`config.mk`:
```
export PLATFORM = sky130hd
export DESIGN_NAME = mat_stream_port
export DESIGN_NICKNAME = d
export VERILOG_FILES = /design/src/rtl/mat_stream_port_pkg.sv /design/src/rtl/stream_skid_fifo.sv /design/src/rtl/mat_stream_port.sv
export SDC_FILE = /design/constraint.sdc
export NUM_CORES = 1
export LEC_CHECK = 0
export CAP_MARGIN = 20
export CORE_UTILIZATION = 49
export DETAILED_ROUTE_END_ITERATION = 8
export DONT_BUFFER_PORTS = 1
export GPL_TIMING_DRIVEN = 0
export SLEW_MARGIN = 20
export SYNTH_ARGS = -nofsm -noshare
export SYNTH_HDL_FRONTEND = slang
export SYNTH_SLANG_ARGS = --single-unit
```
`constraint.sdc`:
```
create_clock -name clk -period 2.4 [get_ports clk]
set_input_delay 0.24 -clock clk [delete_from_list [all_inputs] [get_ports clk]]
set_output_delay 0.24 -clock clk [all_outputs]
set_load 0.02 [all_outputs]
```
`src/rtl/mat_stream_port_pkg.sv`:
```
// Shared state type and default sizing for the matrix stream port.
package mat_stream_port_pkg;

    localparam int unsigned DEPTH_DEF = 32;
    localparam int unsigned DW_DEF    = 8;
    localparam int unsigned AW_DEF    = 5;

    typedef logic [2:0] state_t;

    localparam state_t StIdle   = 3'd0;
    localparam state_t StLoad   = 3'd1;
    localparam state_t StKick   = 3'd2;
    localparam state_t StWait   = 3'd3;
    localparam state_t StUnload = 3'd4;

endpackage

```
`src/rtl/stream_skid_fifo.sv`:
```
// Two-entry output FIFO; head is presented combinationally, occupancy feeds read credit.
module stream_skid_fifo
    import mat_stream_port_pkg::*;
#(
    parameter int unsigned DW = DW_DEF
) (
    input  logic          clk,
    input  logic          rst_n,
    input  logic          push,
    input  logic [DW-1:0] push_data,
    input  logic          pop,
    output logic          valid,
    output logic [DW-1:0] head,
    output logic [1:0]    occupancy
);

    logic [DW-1:0] entry0_q, entry1_q;
    logic          wr_ptr_q, rd_ptr_q;
    logic [1:0]    count_q;
    logic          do_push, do_pop;

    assign do_pop  = pop && valid;
    assign do_push = push && ((count_q != 2'd2) || do_pop);

    always_ff @(posedge clk or negedge rst_n) begin
        if (!rst_n) begin
            entry0_q <= '0;
            entry1_q <= '0;
            wr_ptr_q <= 1'b0;
            rd_ptr_q <= 1'b0;
            count_q  <= 2'd0;
        end else begin
            if (do_push) begin
                if (wr_ptr_q) entry1_q <= push_data;
                else          entry0_q <= push_data;
                wr_ptr_q <= ~wr_ptr_q;
            end
            if (do_pop) rd_ptr_q <= ~rd_ptr_q;
            count_q <= count_q + {1'b0, do_push} - {1'b0, do_pop};
        end
    end

    assign valid     = (count_q != 2'd0);
    assign head      = rd_ptr_q ? entry1_q : entry0_q;
    assign occupancy = count_q;

endmodule

```
`src/rtl/mat_stream_port.sv`:
```
// Streams a DEPTH-word matrix into memory, kicks the systemizer, and streams memory back out.
module mat_stream_port
    import mat_stream_port_pkg::*;
#(
    parameter int unsigned DEPTH = DEPTH_DEF,
    parameter int unsigned DW    = DW_DEF,
    parameter int unsigned AW    = $clog2(DEPTH)
) (
    input  logic          clk,
    input  logic          rst_n,
    input  logic          load_req,
    input  logic          s_valid,
    input  logic [DW-1:0] s_data,
    output logic          s_ready,
    input  logic          unload_req,
    output logic          m_valid,
    output logic [DW-1:0] m_data,
    input  logic          m_ready,
    output logic          mem_wr_en,
    output logic [AW-1:0] mem_wr_addr,
    output logic [DW-1:0] mem_wr_data,
    output logic          mem_rd_en,
    output logic [AW-1:0] mem_rd_addr,
    input  logic [DW-1:0] mem_rd_data,
    output logic          sys_start,
    input  logic          sys_done,
    input  logic          sys_success,
    input  logic          sys_fail,
    output logic          busy,
    output logic          result_ok,
    output logic          result_fail
);

    localparam logic [AW:0]   DepthCnt = (AW+1)'(DEPTH);
    localparam logic [AW-1:0] LastIdx  = AW'(DEPTH - 1);

    state_t        state_q, state_d;
    logic [AW-1:0] wr_cnt_q, wr_cnt_d;
    logic [AW:0]   rd_cnt_q, rd_cnt_d;
    logic [AW-1:0] pop_cnt_q, pop_cnt_d;
    logic          rd_inflight_q;
    logic          wr_en_q, start_q, ok_q, fail_q;
    logic [AW-1:0] wr_addr_q;
    logic [DW-1:0] wr_data_q;
    logic [1:0]    fifo_occ;
    logic [2:0]    reads_pending;
    logic          s_hs, pop;

    assign s_ready = (state_q == StLoad);
    assign s_hs    = s_valid && s_ready;
    assign pop     = m_valid && m_ready;
    assign busy    = (state_q != StIdle);

    // A word leaving the FIFO this cycle frees its slot, which sustains one read per cycle.
    assign reads_pending = {1'b0, fifo_occ} + {2'b0, rd_inflight_q} - {2'b0, pop};
    assign mem_rd_en     = (state_q == StUnload) && (rd_cnt_q < DepthCnt) &&
                           (reads_pending < 3'd2);
    assign mem_rd_addr   = rd_cnt_q[AW-1:0];

    assign mem_wr_en   = wr_en_q;
    assign mem_wr_addr = wr_addr_q;
    assign mem_wr_data = wr_data_q;
    assign sys_start   = start_q;
    assign result_ok   = ok_q;
    assign result_fail = fail_q;

    always_comb begin
        state_d   = state_q;
        wr_cnt_d  = wr_cnt_q;
        rd_cnt_d  = rd_cnt_q;
        pop_cnt_d = pop_cnt_q;
        case (state_q)
            StIdle: begin
                if (load_req) begin
                    state_d  = StLoad;
                    wr_cnt_d = '0;
                end else if (unload_req) begin
                    state_d   = StUnload;
                    rd_cnt_d  = '0;
                    pop_cnt_d = '0;
                end
            end
            StLoad: begin
                if (s_hs) begin
                    wr_cnt_d = wr_cnt_q + AW'(1);
                    if (wr_cnt_q == LastIdx) state_d = StKick;
                end
            end
            StKick: state_d = StWait;
            StWait: if (sys_done) state_d = StIdle;
            StUnload: begin
                if (mem_rd_en) rd_cnt_d = rd_cnt_q + (AW+1)'(1);
                if (pop) begin
                    pop_cnt_d = pop_cnt_q + AW'(1);
                    if (pop_cnt_q == LastIdx) state_d = StIdle;
                end
            end
            default: state_d = StIdle;
        endcase
    end

    always_ff @(posedge clk or negedge rst_n) begin
        if (!rst_n) begin
            state_q       <= StIdle;
            wr_cnt_q      <= '0;
            rd_cnt_q      <= '0;
            pop_cnt_q     <= '0;
            rd_inflight_q <= 1'b0;
            wr_en_q       <= 1'b0;
            wr_addr_q     <= '0;
            wr_data_q     <= '0;
            start_q       <= 1'b0;
            ok_q          <= 1'b0;
            fail_q        <= 1'b0;
        end else begin
            state_q       <= state_d;
            wr_cnt_q      <= wr_cnt_d;
            rd_cnt_q      <= rd_cnt_d;
            pop_cnt_q     <= pop_cnt_d;
            rd_inflight_q <= mem_rd_en;
            wr_en_q       <= s_hs;
            if (s_hs) begin
                wr_addr_q <= wr_cnt_q;
                wr_data_q <= s_data;
            end
            // Start pulse lands one cycle after the final memory write.
            start_q <= (state_q == StKick);
            if (state_q == StIdle && load_req) begin
                ok_q   <= 1'b0;
                fail_q <= 1'b0;
            end else if (state_q == StWait && sys_done) begin
                ok_q   <= sys_success;
                fail_q <= sys_fail;
            end
        end
    end

    stream_skid_fifo #(
        .DW (DW)
    ) u_out_fifo (
        .clk       (clk),
        .rst_n     (rst_n),
        .push      (rd_inflight_q),
        .push_data (mem_rd_data),
        .pop       (m_ready),
        .valid     (m_valid),
        .head      (m_data),
        .occupancy (fifo_occ)
    );

endmodule

```
==> results of run 1 <==
## cell type report
cell class              instances  area share (%)
flip-flops and latches         57            47.9
inverters                       6           0.755
plain buffers                  12            2.89
well taps                      70            2.94
clock inverters                 4           0.671
repair buffers                  6            2.27
clock buffers                  11            4.74
multi-input cells             127            37.9
## repair_timing
item                                    CTS  global route
hold buffers                              2             0
cloned                                    1             0
endpoints found under the setup margin    2             2
pin swaps                                 1             4
buffers inserted                          0             4
hold endpoints to repair                 57             0
resized for setup                         6             3
## metal layers
| layer | wire, µm | share of wire [%] | vias to the layer above |
|---|---|---|---|
| met4 | 57 | 1.2 | 0 |
| met5 | 0 | 0 | - |
| met1 | 1980 | 43 | 782 |
| met3 | 291 | 6.3 | 5 |
| li1 | - | - | 745 |
| met2 | 2280 | 49 | 46 |
## placed cells by master, fill, tap and decap left out, drive strengths merged, types with 6 or more instances in the layout
cell type  netlist  routed
dfrtp           57      57
mux2            40      40
ha               7       7
buf             11      16
inv              6       6
nand2            7       7
clkbuf           1      12
nor2            12      12
o21ai            6       6
## flip-flops by register name (all words and copies together) (netlist names), 3 cells and up
name,count
rd_cnt_q,6
wr_cnt_q,5
u_out_fifo.entry0_q,8
u_out_fifo.entry1_q,8
state_q,3
mem_wr_data,8
mem_wr_addr,5
pop_cnt_q,5
## worst reg2reg max path: stages (launching register included)
cell and delay, ps:
dfrtp_1 400, inv_2 130, nand3_4 100, o21ai_4 80, nand2_2 80, fa_1 430
xor2_1 230, nor3_4 380, nor2_2 110, mux2_4 270
## stage by stage
step	util [%]	instances
2_1_floorplan	-	201
3_3_place_gp	52.7	271
3_5_place_dp	52.7	271
4_1_cts	57.1	289
5_1_grt	58.0	293
6_report	58.0	293
## logic make-up (layout without fill, tap and decap cells)
kind of cell,Yosys count,in the layout,share of synthesized area (%)
mux,43,43,18.5
compound gates,21,21,5.49
buf+inv,18,39,4.15
simple gates,47,48,11.0
fa+ha+maj,8,8,4.10
flops,57,57,54.4
xor+xnor,7,7,2.34
## how the worst max path moves through the flow
stage	from	to	slack, ps	cells after the start
floorplan	u_out_fifo.occupancy[1]$_DFF_PN0_	rd_cnt_q[0]$_DFFE_PN0P_	160	8
global placement	u_out_fifo.occupancy[1]$_DFF_PN0_	rd_cnt_q[0]$_DFFE_PN0P_	-8	8
detailed placement	u_out_fifo.occupancy[1]$_DFF_PN0_	rd_cnt_q[0]$_DFFE_PN0P_	-90	8
CTS	u_out_fifo.occupancy[0]$_DFF_PN0_	mem_rd_en	20	7
global route	u_out_fifo.occupancy[0]$_DFF_PN0_	mem_rd_en	-110	7
finish	u_out_fifo.occupancy[0]$_DFF_PN0_	mem_rd_en	10	7
## report_power, final
group / switching [mW] / total, mW / internal [mW] / leakage, nW
sequential: 0.300 / 1.56 / 1.26 / 0.721
clock: 0.343 / 0.732 / 0.389 / 0.0887
combinational: 0.572 / 1.10 / 0.531 / 0.576
==> results.tsv, run 1 <==
metric	value	unit
status	completed	
Cell Rows	26	
worst-case clock buffer depth	2	
H-tree depth reported by CTS	3	
Power, Total	3.39	mW
Synth area leader	dfrtp_1	
Synth top cells by count	dfrtp_1 (57), mux2_2 (39), nor2_1 (11), ha_1 (7), nand2_1 (7)	
final-stage net count	252	
crit share post-route	99.4	%
grt met3 use	5.76	%
global-route wire length before repair	7.14	mm
GP Congestion	0.755	
clock skew	6.58	ps
sequential share of the synthesized area	54.4	%
Root Driver	clkbuf_8	
Syn Area/Cell	13.0	µm²
Min Hold Slack	71.6	ps
TritonRoute pass-1 iters	4	
final hold viol count	0	
R2R depth	9	
layer carrying the most global-route usage	met2	
worst-path maximum fanout	5	
r2r startpoint	u_out_fifo.occupancy[0]$_DFF_PN0_	
Critical Path End Type	primary output	
fraction of layout cells with a size suffix above 1	38.1	%
YS warnings	0	
Final setup viols	0	
die area	5650	µm²
hold-critical path endpoint	result_fail$_DFFE_PN0P_	
peak supply drop	0.633	mV
crit path kind	reg -> out	
DR iter-0 viols	48	
die height	75.1	µm
antenna violations before repair	0	
FF-to-FF End	rd_cnt_q[0]$_DFFE_PN0P_	
pre-CTS WS	-88.0	ps
HP Class	in -> reg	
DR WL/cell	15.8	µm
final wirelength	4.62	mm
vias per std cell	5.39	
ant diodes	0	
Startpoint Class	flop	
Tot GR Track Use	17.8	%
number of max-cap violations	0	
Peak Freq	419	MHz
R2R setup slack	80	ps
HPWL Detailed	3.04	mm
Final Cell Area	2980	µm²
largest net degree at the start of global routing	58	
cell count of the worst hold path	2	
Yosys cell types	39	
min setup slack post-route	14.1	ps
met1 usage	19.8	%
Cells after Synth	201	
Worst-Skew Late Latency	320	ps
synthesized area	2620	µm²
worst stage delay on the critical path	430	ps
DRC	0	
Sink Count	57	
M2 GR Usage	30.1	%
Core Region	5140	µm²
Synth Net Count	234	
async set-or-reset flop fraction in the synthesized netlist	100	%
FF/Latch Area	1430	µm²
most numerous cell in the Yosys netlist	dfrtp_1	
RSZ-0062 raised after global routing	yes	
predominant post-synthesis flop cell	dfrtp_1	
Synth top area share	54.4	%
Required @ worst endpoint	2160	ps
slowest cell on the critical path	fa_1	
Die W	75.1	µm
Initial Utilization	51.0	%
worst path cell trace	inv_2 > nand3_4 > o21ai_4 > nand2_2 > fa_1 > xor2_1 > nor3_4	
Fillers	449	
PortBufs	0	
I/O pin total	59	
CTS Buf Count	9	
delay-heaviest family, CP	simple AND/OR/NAND/NOR gates	
Worst-Margin Slew	957	ps
number of synthesized register bits	57	
minimum clock period	2390	ps
via count	1578	
vias in the first global route	1613	
WP buf/inv	1	
largest cells by area after synthesis	dfrtp_1 (54%), mux2_2 (17%), ha_1 (3.3%), buf_4 (1.7%), a22o_1 (1.7%)	
Pins Over Slew Limit	0	
arrival time worst endpoint	2150	ps
CTS tree	built	
antenna-violating nets left	0	
gr ovfl total	0	
hold path startpoint	sys_fail	
Cell Area, Placed	2710	µm²
Area Growth Syn to Fin	13.8	%
Total Neg Setup Slack	0	ps
power per standard cell area	1140	nW/µm²
Post-synth EDFFs	0	
multi-input combinational cell area	1130	µm²
Pleak	1.39	nW
Max-slew headroom	36.0	%
clock-pin slew of the registers on the worst-case setup and hold paths	60	ps
(Power assumes the default switching activity.)
==> run 2: changes to the inputs <==
--- a/config.mk
+++ b/config.mk
@@ -7,6 +7,7 @@
 export LEC_CHECK = 0
 export CAP_MARGIN = 20
 export CORE_UTILIZATION = 49
+export CTS_CLUSTER_DIAMETER = 150
 export DETAILED_ROUTE_END_ITERATION = 8
 export DONT_BUFFER_PORTS = 1
 export GPL_TIMING_DRIVEN = 0
==> results of run 2 <==
Same layout as run 1: the final DEF is identical, and so are final timing and power.
==> run 3: changes to the inputs <==
--- a/config.mk
+++ b/config.mk
@@ -5,7 +5,7 @@
 export SDC_FILE = /design/constraint.sdc
 export NUM_CORES = 1
 export LEC_CHECK = 0
-export CAP_MARGIN = 20
+export CORE_MARGIN = 3
 export CORE_UTILIZATION = 49
 export CTS_CLUSTER_DIAMETER = 150
 export DETAILED_ROUTE_END_ITERATION = 8
@@ -15,3 +15,4 @@
 export SYNTH_ARGS = -nofsm -noshare
 export SYNTH_HDL_FRONTEND = slang
 export SYNTH_SLANG_ARGS = --single-unit
+export TNS_END_PERCENT = 5
==> run 3 against run 2 <==
Effect of this change: cell area decreased by 0.21%; highest routed layer unchanged; cell count fell by 0.68%; critical path depth unchanged; maximum frequency up 2.3%; combinational power is essentially flat; largest cell class unchanged.
==> results.tsv, run 3 (synthesis gave the netlist of run 1 again) <==
metric	value	unit
worst-path maximum fanout	5	
final hold viol count	0	
vias in the first global route	1753	
via count	1607	
Critical Path End Type	primary output	
DR WL/cell	16.7	µm
most frequent cells in the layout	dfrtp_1 (56), mux2_2 (39), buf_4 (11), nor2_1 (11), clkbuf_8 (10)	
minimum clock period	2330	ps
Power, Total	3.39	mW
gr ovfl total	0	
peak supply drop	0.684	mV
power per standard cell area	1140	nW/µm²
Required @ worst endpoint	2160	ps
Initial Utilization	53.0	%
vias per std cell	5.52	
min setup slack post-route	68.7	ps
HPWL Detailed	3.27	mm
Cell Rows	25	
cell count of the worst hold path	1	
R2R depth	9	
Core Region	4940	µm²
status	completed	
Sink Count	57	
Pleak	1.39	nW
DR iter-0 viols	67	
H-tree depth reported by CTS	3	
PortBufs	0	
fraction of layout cells with a size suffix above 1	37.9	%
Sw Ratio	35.9	%
WP buf/inv	1	
CTS Buf Count	9	
Worst-Skew Late Latency	330	ps
Tot GR Track Use	17.0	%
crit path kind	reg -> out	
worst stage delay on the critical path	540	ps
Worst-Margin Slew	918	ps
CTS tree	built	
DRC	0	
clock skew	6.60	ps
Area Growth Syn to Fin	13.6	%
Critical Path Stages	7	
Root Driver	clkbuf_8	
final wirelength	4.87	mm
Fillers	417	
Power Internal	2.17	mW
number of max-cap violations	0	
clock-pin slew of the registers on the worst-case setup and hold paths	60	ps
worst path cell trace	inv_2 > nand3_4 > o21ai_2 > nand2_1 > fa_1 > nand2b_4 > nor3_4	
Max-slew headroom	38.7	%
commonest non-fill, non-tap cell in the layout	dfrtp_1	
Final Cell Area	2980	µm²
Combinational Power Share	32.3	%
antenna violations before repair	0	
Pins Over Slew Limit	0	
die height	79.1	µm
I/O pin total	59	
final-stage net count	253	
Flop pwr share	46.1	%
largest net degree at the start of global routing	58	
worst-case clock buffer depth	2	
slowest cell on the critical path	fa_1	
Clock power frac	21.6	%
delay-heaviest family, CP	simple AND/OR/NAND/NOR gates	
pre-CTS WS	-53.5	ps
Die W	79.1	µm
TritonRoute pass-1 iters	4	
Peak Freq	429	MHz
arrival time worst endpoint	2090	ps
Cell Area, Placed	2710	µm²
global-route wire length before repair	8.09	mm
HP Class	in -> reg	
ant diodes	0	
antenna-violating nets left	0	
GP Congestion	0.810	
Final setup viols	0	
switching pwr	1.22	mW
Startpoint Class	flop	
R2R setup slack	140	ps
crit share post-route	97.1	%
die area	6260	µm²
RSZ-0062 raised after global routing	yes	
run 3: changes by cell type in the layout (fill, tap and decap cells not counted), sizes merged:
cell / delta
buf: +1
run 3: final cells by class:
type	count	area (µm²)	share of cell area [%]
sequential	57	1430	48.0
multi-input combinational	127	1120	37.6
clock buffer	11	141	4.75
buffer	12	86.3	2.90
tap	67	83.8	2.82
timing repair buffer	7	75.1	2.52
inverter	6	22.5	0.757
clock inverter	4	20.0	0.673
run 3: worst register-to-register path, stage by stage, from the launching register on:
cell and delay, ps:
dfrtp_1 390, inv_2 100, nand3_4 90, o21ai_2 80, nand2_1 90, fa_1 540, nand2b_4 70, nor3_4 380
nor2_2 110, mux2_4 270
run 3: final timing paths:
path | from | endpoint
setup / recovery | u_out_fifo.occupancy[0]$_DFF_PN0_ | mem_rd_en
hold / removal | mem_rd_data[3] | u_out_fifo.entry1_q[3]$_DFFE_PN0P_
setup reg to reg | u_out_fifo.occupancy[0]$_DFF_PN0_ | rd_cnt_q[0]$_DFFE_PN0P_
hold reg to reg | u_out_fifo.wr_ptr_q$_DFFE_PN0P_ | u_out_fifo.wr_ptr_q$_DFFE_PN0P_
max in group asynchronous | rst_n | u_out_fifo.occupancy[1]$_DFF_PN0_
min in group asynchronous | rst_n | rd_cnt_q[2]$_DFFE_PN0P_
run 3: power by group through the flow:
| stage | registers, mW | clock network [mW] | logic, mW |
|---|---|---|---|
| after floorplan | 1.50 | 0 | 0.846 |
| after CTS | 1.56 | 0.755 | 1.08 |
| final | 1.56 | 0.734 | 1.10 |
| after global routing | 1.61 | 0.811 | 1.21 |
| after detailed placement | 1.57 | 0 | 0.956 |
| after global placement | 1.54 | 0 | 0.921 |
run 3: routing by layer:
layer	track usage, %	routed length (µm)	up-vias
met5	0	0	-
met4	8.59	63	0
met3	7.14	464	6
met2	28.2	2430	63
met1	18.6	1910	793
li1	-	-	745
run 3: stage by stage:
stage / TNS, ps / utilization (%) / instances / hold slack [ps]
after floorplan: 0 / - / 201 / -55.6
after global placement: -24.0 / 54.7 / 268 / -54.1
after detailed placement: -53.5 / 54.7 / 268 / -54.0
after CTS: 0 / 59.8 / 289 / 48.7
after global routing: -71.8 / 60.2 / 291 / 43.5
final: 0 / 60.2 / 291 / 55.6
run 3: what timing repair did:
action / 4_1_cts / 5_1_grt
pin swaps: 3 / 4
hold endpoints to repair: 57 / 0
hold buffers: 2 / 0
resized for setup: 6 / 1
buffers inserted: 3 / 2
endpoints found under the setup margin: 4 / 2
cloned: 1 / 0
==> RTL edit 1, RTL diff (flow settings as in run 2) <==
Make the reset (`rst_n`) synchronous in 2 clocked blocks.
--- a/src/rtl/stream_skid_fifo.sv
+++ b/src/rtl/stream_skid_fifo.sv
@@ -23,5 +23,5 @@
     assign do_push = push && ((count_q != 2'd2) || do_pop);
 
-    always_ff @(posedge clk or negedge rst_n) begin
+    always_ff @(posedge clk) begin
         if (!rst_n) begin
             entry0_q <= '0;
--- a/src/rtl/mat_stream_port.sv
+++ b/src/rtl/mat_stream_port.sv
@@ -100,5 +100,5 @@
     end
 
-    always_ff @(posedge clk or negedge rst_n) begin
+    always_ff @(posedge clk) begin
         if (!rst_n) begin
             state_q       <= StIdle;
Function: differs if rst_n is asserted again (counterexample within 4 cycles, from zero or initial values and one cycle with rst_n low); with rst_n held inactive, the same outputs for 10 cycles.
==> RTL edit 1 against run 2 <==
The run now ends with setup timing left; largest cell class is now multi-input combinational cells; largest power group unchanged; die area is 0.32% higher; sequential cell count stayed put; final area is 0.96% higher; maximum frequency is 4.0% lower; worst setup slack worse by 0.10 ns; synthesized cell count is 43% higher; total power is 24% lower; final cell count is 30% higher; routed wire length is 22% higher; clock skew is 0.0028 ns higher; area after synthesis is 0.33% higher; clock power is 22% higher; count of clock-buffer cells in the layout is 2 lower.
==> RTL edit 1: results (changes against run 2) <==
[logic_synthesis]
synthArstFlopShare=0  ; -1.00
ys_seq_area_frac=0.434  ; -0.110
synth_common_cells=dfxtp_1, nand2_1, a21boi_0, nand3_1, nor2b_1
ys_top_cells_by_area=dfxtp_1, nand2_1, a21boi_0
synth_nets=322  ; +38%
yosysUniqueCellTypes=44  ; +13%

[grt]
grt_pass1_vias=1943  ; +20%
grt_usage=0.221  ; +0.0434
antenna_found_initial=0  ; unchanged
grt_max_degree=12  ; -79%
grt_pass1_wl_mm=9.11  ; +28%

[outcome]
violations=setup timing
status=complete, but fails checks

[clock_tree]
clk_path_buf_depth=2  ; unchanged
htree_levels=3  ; unchanged
clock_latency_ns=0.34  ; +0.02 ns
clk_transition_reported_paths_ns=0.07
cts_buffers=9  ; unchanged
cts_root_buf=clkbuf_8

[sta]
tightest_slew_ns=0.856  ; -0.102 ns
skew_ns=0.00940  ; +0.00282 ns
timing.final.ws_setup_ns=-0.0864  ; -0.101 ns
setup_viol=1  ; +1

[final_layout]
antenna_cells=0  ; unchanged
drive_gt1_frac=0.174  ; -0.207
fin_nets=339  ; +35%

[routing]
drt_iter0_markers=72  ; +50%
drt-total-wl_mm=5.65  ; +22%
avgViaCountPerCell=5.31  ; -1.4%
firstDrtPassIters=4  ; unchanged

[worst_setup_path]
crit_arrival_ns=2.25  ; +0.10 ns
slowest_delay_ns=0.52  ; +0.09 ns
crit_fanout=6  ; +1
crit_family=adder cells
crit_slowest_cell=fa_1

[pwr]
p_int_mw=1.75  ; -20%
ir_drop_uv=395  ; -38%
leakagePower_nw=1.12  ; -19%

[placed_design]
place.gp.congestion=0.726  ; -3.9%
hpwlAfterDp_mm=3.86  ; +27%
io_buffers=0  ; unchanged
pre_cts_ws_ns=-0.176  ; -0.0878 ns

[min_path]
hold_class=in2reg

==> RTL edit 1: cell types whose count changed in the layout (fill, tap and decap cells not counted), sizes merged, moves of 3 or more <==
cell,before,now
nand2,7,50
mux2,40,8
nand3,5,18
a22o,5,0
clkinvlp,0,3
inv,6,9
dfrtp,57,0
dfxtp,0,57
clkbuf,12,18
nor2b,1,13
a21boi,0,23
mux2i,3,12
and2,0,6
==> RTL edit 1: timing repair <==
item                       CTS  global route
pin swaps                    3             1
setup endpoints to repair    5             3
gates resized for setup      4             2
setup buffers                5             1
hold buffers                 0             0
==> RTL edit 1: worst reg2reg max path: stages, from the launching register on <==
cell	delay, ns
dfxtp_4	0.36
o21ai_4	0.18
inv_4	0.06
ha_4	0.22
inv_4	0.05
nand2_2	0.04
fa_1	0.52
nand2b_4	0.07
nor3_4	0.41
nand2b_4	0.23
mux2i_1	0.17
==> RTL edit 1: area by class of cell <==
type | count | area (um^2)
inverters | 9 | 38.8
clock inverters | 7 | 71.3
repair buffers | 6 | 45.0
fillers | 494 | 2130
flip-flops and latches | 57 | 1150
multi-input cells | 203 | 1400
plain buffers | 19 | 98.8
well taps | 70 | 87.6
clock buffers | 9 | 124
==> RTL edit 1: cells by family (layout without fill, tap and decap cells) <==
family,after synthesis,count (layout),synth area share
AO/OA/AOI/OAI,43,43,0.120
multiplexers,20,20,0.0799
buffers and inverters,28,50,0.0504
adder cells (fa/ha/maj),9,9,0.0457
flip-flops,57,57,0.434
AND/OR/NAND/NOR,122,122,0.240
XOR/XNOR,9,9,0.0300
==> RTL edit 1: path summary, 6_finish.rpt <==
| kind | startpoint | endpoint | slack (ns) | cells after the start |
|---|---|---|---|---|
| min reg2reg | u_out_fifo.entry1_q[7] | u_out_fifo.entry1_q[7] | 0.46 | 2 |
| min | sys_done | state_q[1] | 0.03 | 1 |
| max reg2reg | u_out_fifo.occupancy[1] | rd_cnt_q[1] | 0.03 | 10 |
| max | u_out_fifo.occupancy[1] | mem_rd_en | -0.09 | 8 |
==> RTL edit 1: layer usage <==
metal	share of wire	GRT usage
met5	0	0
met4	0.020	0.117
met3	0.050	0.0495
met2	0.47	0.351
met1	0.46	0.281
==> RTL edit 1: power groups by stage <==
stage	Clock [mW]	Sequential, mW	Combinational [mW]
after floorplan	0	1.07	0.439
after global routing	0.952	1.05	0.712
after CTS	0.912	1.05	0.615
final	0.896	1.05	0.638
after detailed placement	0	1.08	0.516
after global placement	0	1.08	0.512
==> RTL edit 1: stage by stage <==
step                cell area (um^2)  setup TNS, ns  std cells
floorplan                       2670              0        288
global placement                2760         -0.438        358
detailed placement              2760         -0.403        358
CTS                             3000         -0.107        379
global route                    3010         -0.304        380
finish                          3010        -0.0864        380
==> RTL edit 2, RTL diff (flow settings as in run 2) <==
Without the edit above. `DW_DEF`: 8 -> 10.
--- a/src/rtl/mat_stream_port_pkg.sv
+++ b/src/rtl/mat_stream_port_pkg.sv
@@ -3,5 +3,5 @@
 
     localparam int unsigned DEPTH_DEF = 32;
-    localparam int unsigned DW_DEF    = 8;
+    localparam int unsigned DW_DEF    = 10;
     localparam int unsigned AW_DEF    = 5;
 
Ports: changed (resized m_data, mem_rd_data, mem_wr_data and s_data); port bits go from 59 to 67. The function was not compared with the original's and may differ.
==> RTL edit 2 against run 2 <==
Via count rose by 6.7%; area after synthesis is 7.9% higher; sequential cell count increased by 6; critical path depth did not move; combinational power increased by 15%; worst setup slack gained 0.047 ns; global-route usage is 1.3 points higher; routed wire length grew 13%; total power grew 15%; sequential share of layout area up 1.8 points; final area up 6.4%; synthesized cell count rose by 5.0%; critical path type unchanged.
==> RTL edit 2: results (changes against run 2) <==
[worst_setup_path]
crit_family=simple AND/OR/NAND/NOR gates
crit_slowest_cell=fa_1
crit_fanout=7  ; +2
crit_arrival_ns=2.10  ; -0.05 ns
slowest_delay_ns=0.54  ; +0.11 ns

[routing]
wire_per_inst_um=17.3  ; +9.8%
avgViaCountPerCell=5.59  ; +3.8%
drt_iter0_markers=53  ; +10%
drc=0  ; unchanged
firstDrtPassIters=4  ; unchanged

[clock_tree]
cts_buffers=9  ; unchanged
clk_path_buf_depth=2  ; unchanged
clk_transition_reported_paths_ns=0.06  ; about the same
clock_latency_ns=0.32  ; about the same
htree_levels=3  ; unchanged
cts_root_buf=clkbuf_8

[final_layout]
antenna_cells=0  ; unchanged
fillers=486  ; +8.2%
fin_nets=264  ; +4.8%
drive_gt1_frac=0.341  ; -0.0406

[logic_synthesis]
synth_common_cells=dfrtp_1, mux2_2, nor2_1, mux2_1
synth_nets=248  ; +6.0%
synth_compound_area_frac=0.0402  ; -0.0146
ys_top_cells_by_area=dfrtp_1, mux2_2, mux2_1
synth_fa_ha_area_frac=0.0380  ; -0.00301
synth.mux.area_fraction=0.202  ; +0.0170
yosysUniqueCellTypes=39  ; unchanged
yosysWarnings=0  ; unchanged
synth_xor_area_frac=0.0279  ; +0.00447
ys_seq_area_frac=0.557  ; +0.0131
synth_most_common_cell=dfrtp_1
synthArstFlopShare=1.00  ; unchanged

[grt]
grt_max_degree=64  ; +10%
grt_pass1_wl_mm=8.60  ; +20%
grt_pass1_vias=1859  ; +15%
grt_usage=0.191  ; +0.0132
antenna_found_initial=0  ; unchanged

[outcome]
status=completed

[placed_design]
place.gp.congestion=0.792  ; +4.8%
hpwlAfterDp_mm=3.60  ; +19%
io_buffers=0  ; unchanged

[min_path]
hold_class=in2reg

[pwr]
leakagePower_nw=1.47  ; +6.0%
ir_drop_uv=589  ; -7.0%

[sta]
slew_headroom=0.543  ; +0.182
skew_ns=0.00277  ; -0.00381 ns

[RTL edit 2: cell types whose count changed after synthesis, moves of 2 or more]
cell | before | now
mux2_1 | 0 | 9
o21ai_0 | 5 | 2
a21oi_1 | 5 | 3
xor2_1 | 2 | 4
dfrtp_1 | 57 | 63
nor2_1 | 11 | 13
[RTL edit 2: repair_timing]
action                                  in CTS  in global routing
resized for setup                            7                  0
endpoints found under the setup margin       3                  2
hold endpoints to repair                    63                  0
hold buffers                                 2                  0
cloned                                       0                  0
setup buffers                                3                  0
pin swaps                                    3                  3
[RTL edit 2: final cells by class]
cell class                      instances  area [um^2]  share of cell area
Inverter                                6         22.5             0.00710
Clock inverter                          1         5.00             0.00158
Tap cell                               72         90.1              0.0284
Multi-Input combinational cell        132         1190               0.374
Clock buffer                           12          165              0.0520
Timing Repair Buffer                    5         60.1              0.0189
Buffer                                 10         67.6              0.0213
Sequential cell                        63         1580               0.497
[RTL edit 2: metal layers]
layer | share of wire | track usage
met5 | 0 | 0
met4 | 0.023 | 0.128
met3 | 0.048 | 0.0518
met2 | 0.52 | 0.323
met1 | 0.40 | 0.209
[RTL edit 2: worst paths after layout]
kind	from	endpoint	slack, ns	depth (start not counted)
worst min-delay path	s_data[0]	mem_wr_data[0]	0.05	1
worst min register to register	u_out_fifo.entry0_q[2]	u_out_fifo.entry0_q[2]	0.50	1
worst max-delay path	u_out_fifo.occupancy[0]	mem_rd_en	0.06	7
max in group asynchronous	rst_n	mem_wr_data[7]	1.69	2
min in group asynchronous	rst_n	rd_inflight_q	0.45	2
worst max register to register	u_out_fifo.occupancy[0]	rd_cnt_q[0]	0.13	9
[RTL edit 2: cell families after synthesis]
family / after synthesis
DFF: 63
xor gates and xnor gates: 9
muxes: 51
buffers and inverters: 16
AOI/OAI and AO/OA: 16
adders and majority gates: 8
and+or+nand+nor: 48
[RTL edit 2: power by group]
group / internal (mW) / switching (mW)
logic: 0.594 / 0.668
registers: 1.43 / 0.405
clock network: 0.440 / 0.349
[RTL edit 2: metrics by stage]
step / utilization / worst slack (ns) / cell area [um^2] / cells / hold WS [ns]
2_1_floorplan: - / 0.168 / 2830 / 211 / -0.0556
3_5_place_dp: 0.527 / -0.139 / 2920 / 283 / -0.0543
6_report: 0.573 / 0.0610 / 3170 / 301 / 0.0545
3_3_place_gp: 0.527 / -0.0154 / 2920 / 283 / -0.0542
5_1_grt: 0.573 / -0.0688 / 3170 / 301 / 0.0340
4_1_cts: 0.573 / 0.00409 / 3170 / 301 / 0.0383
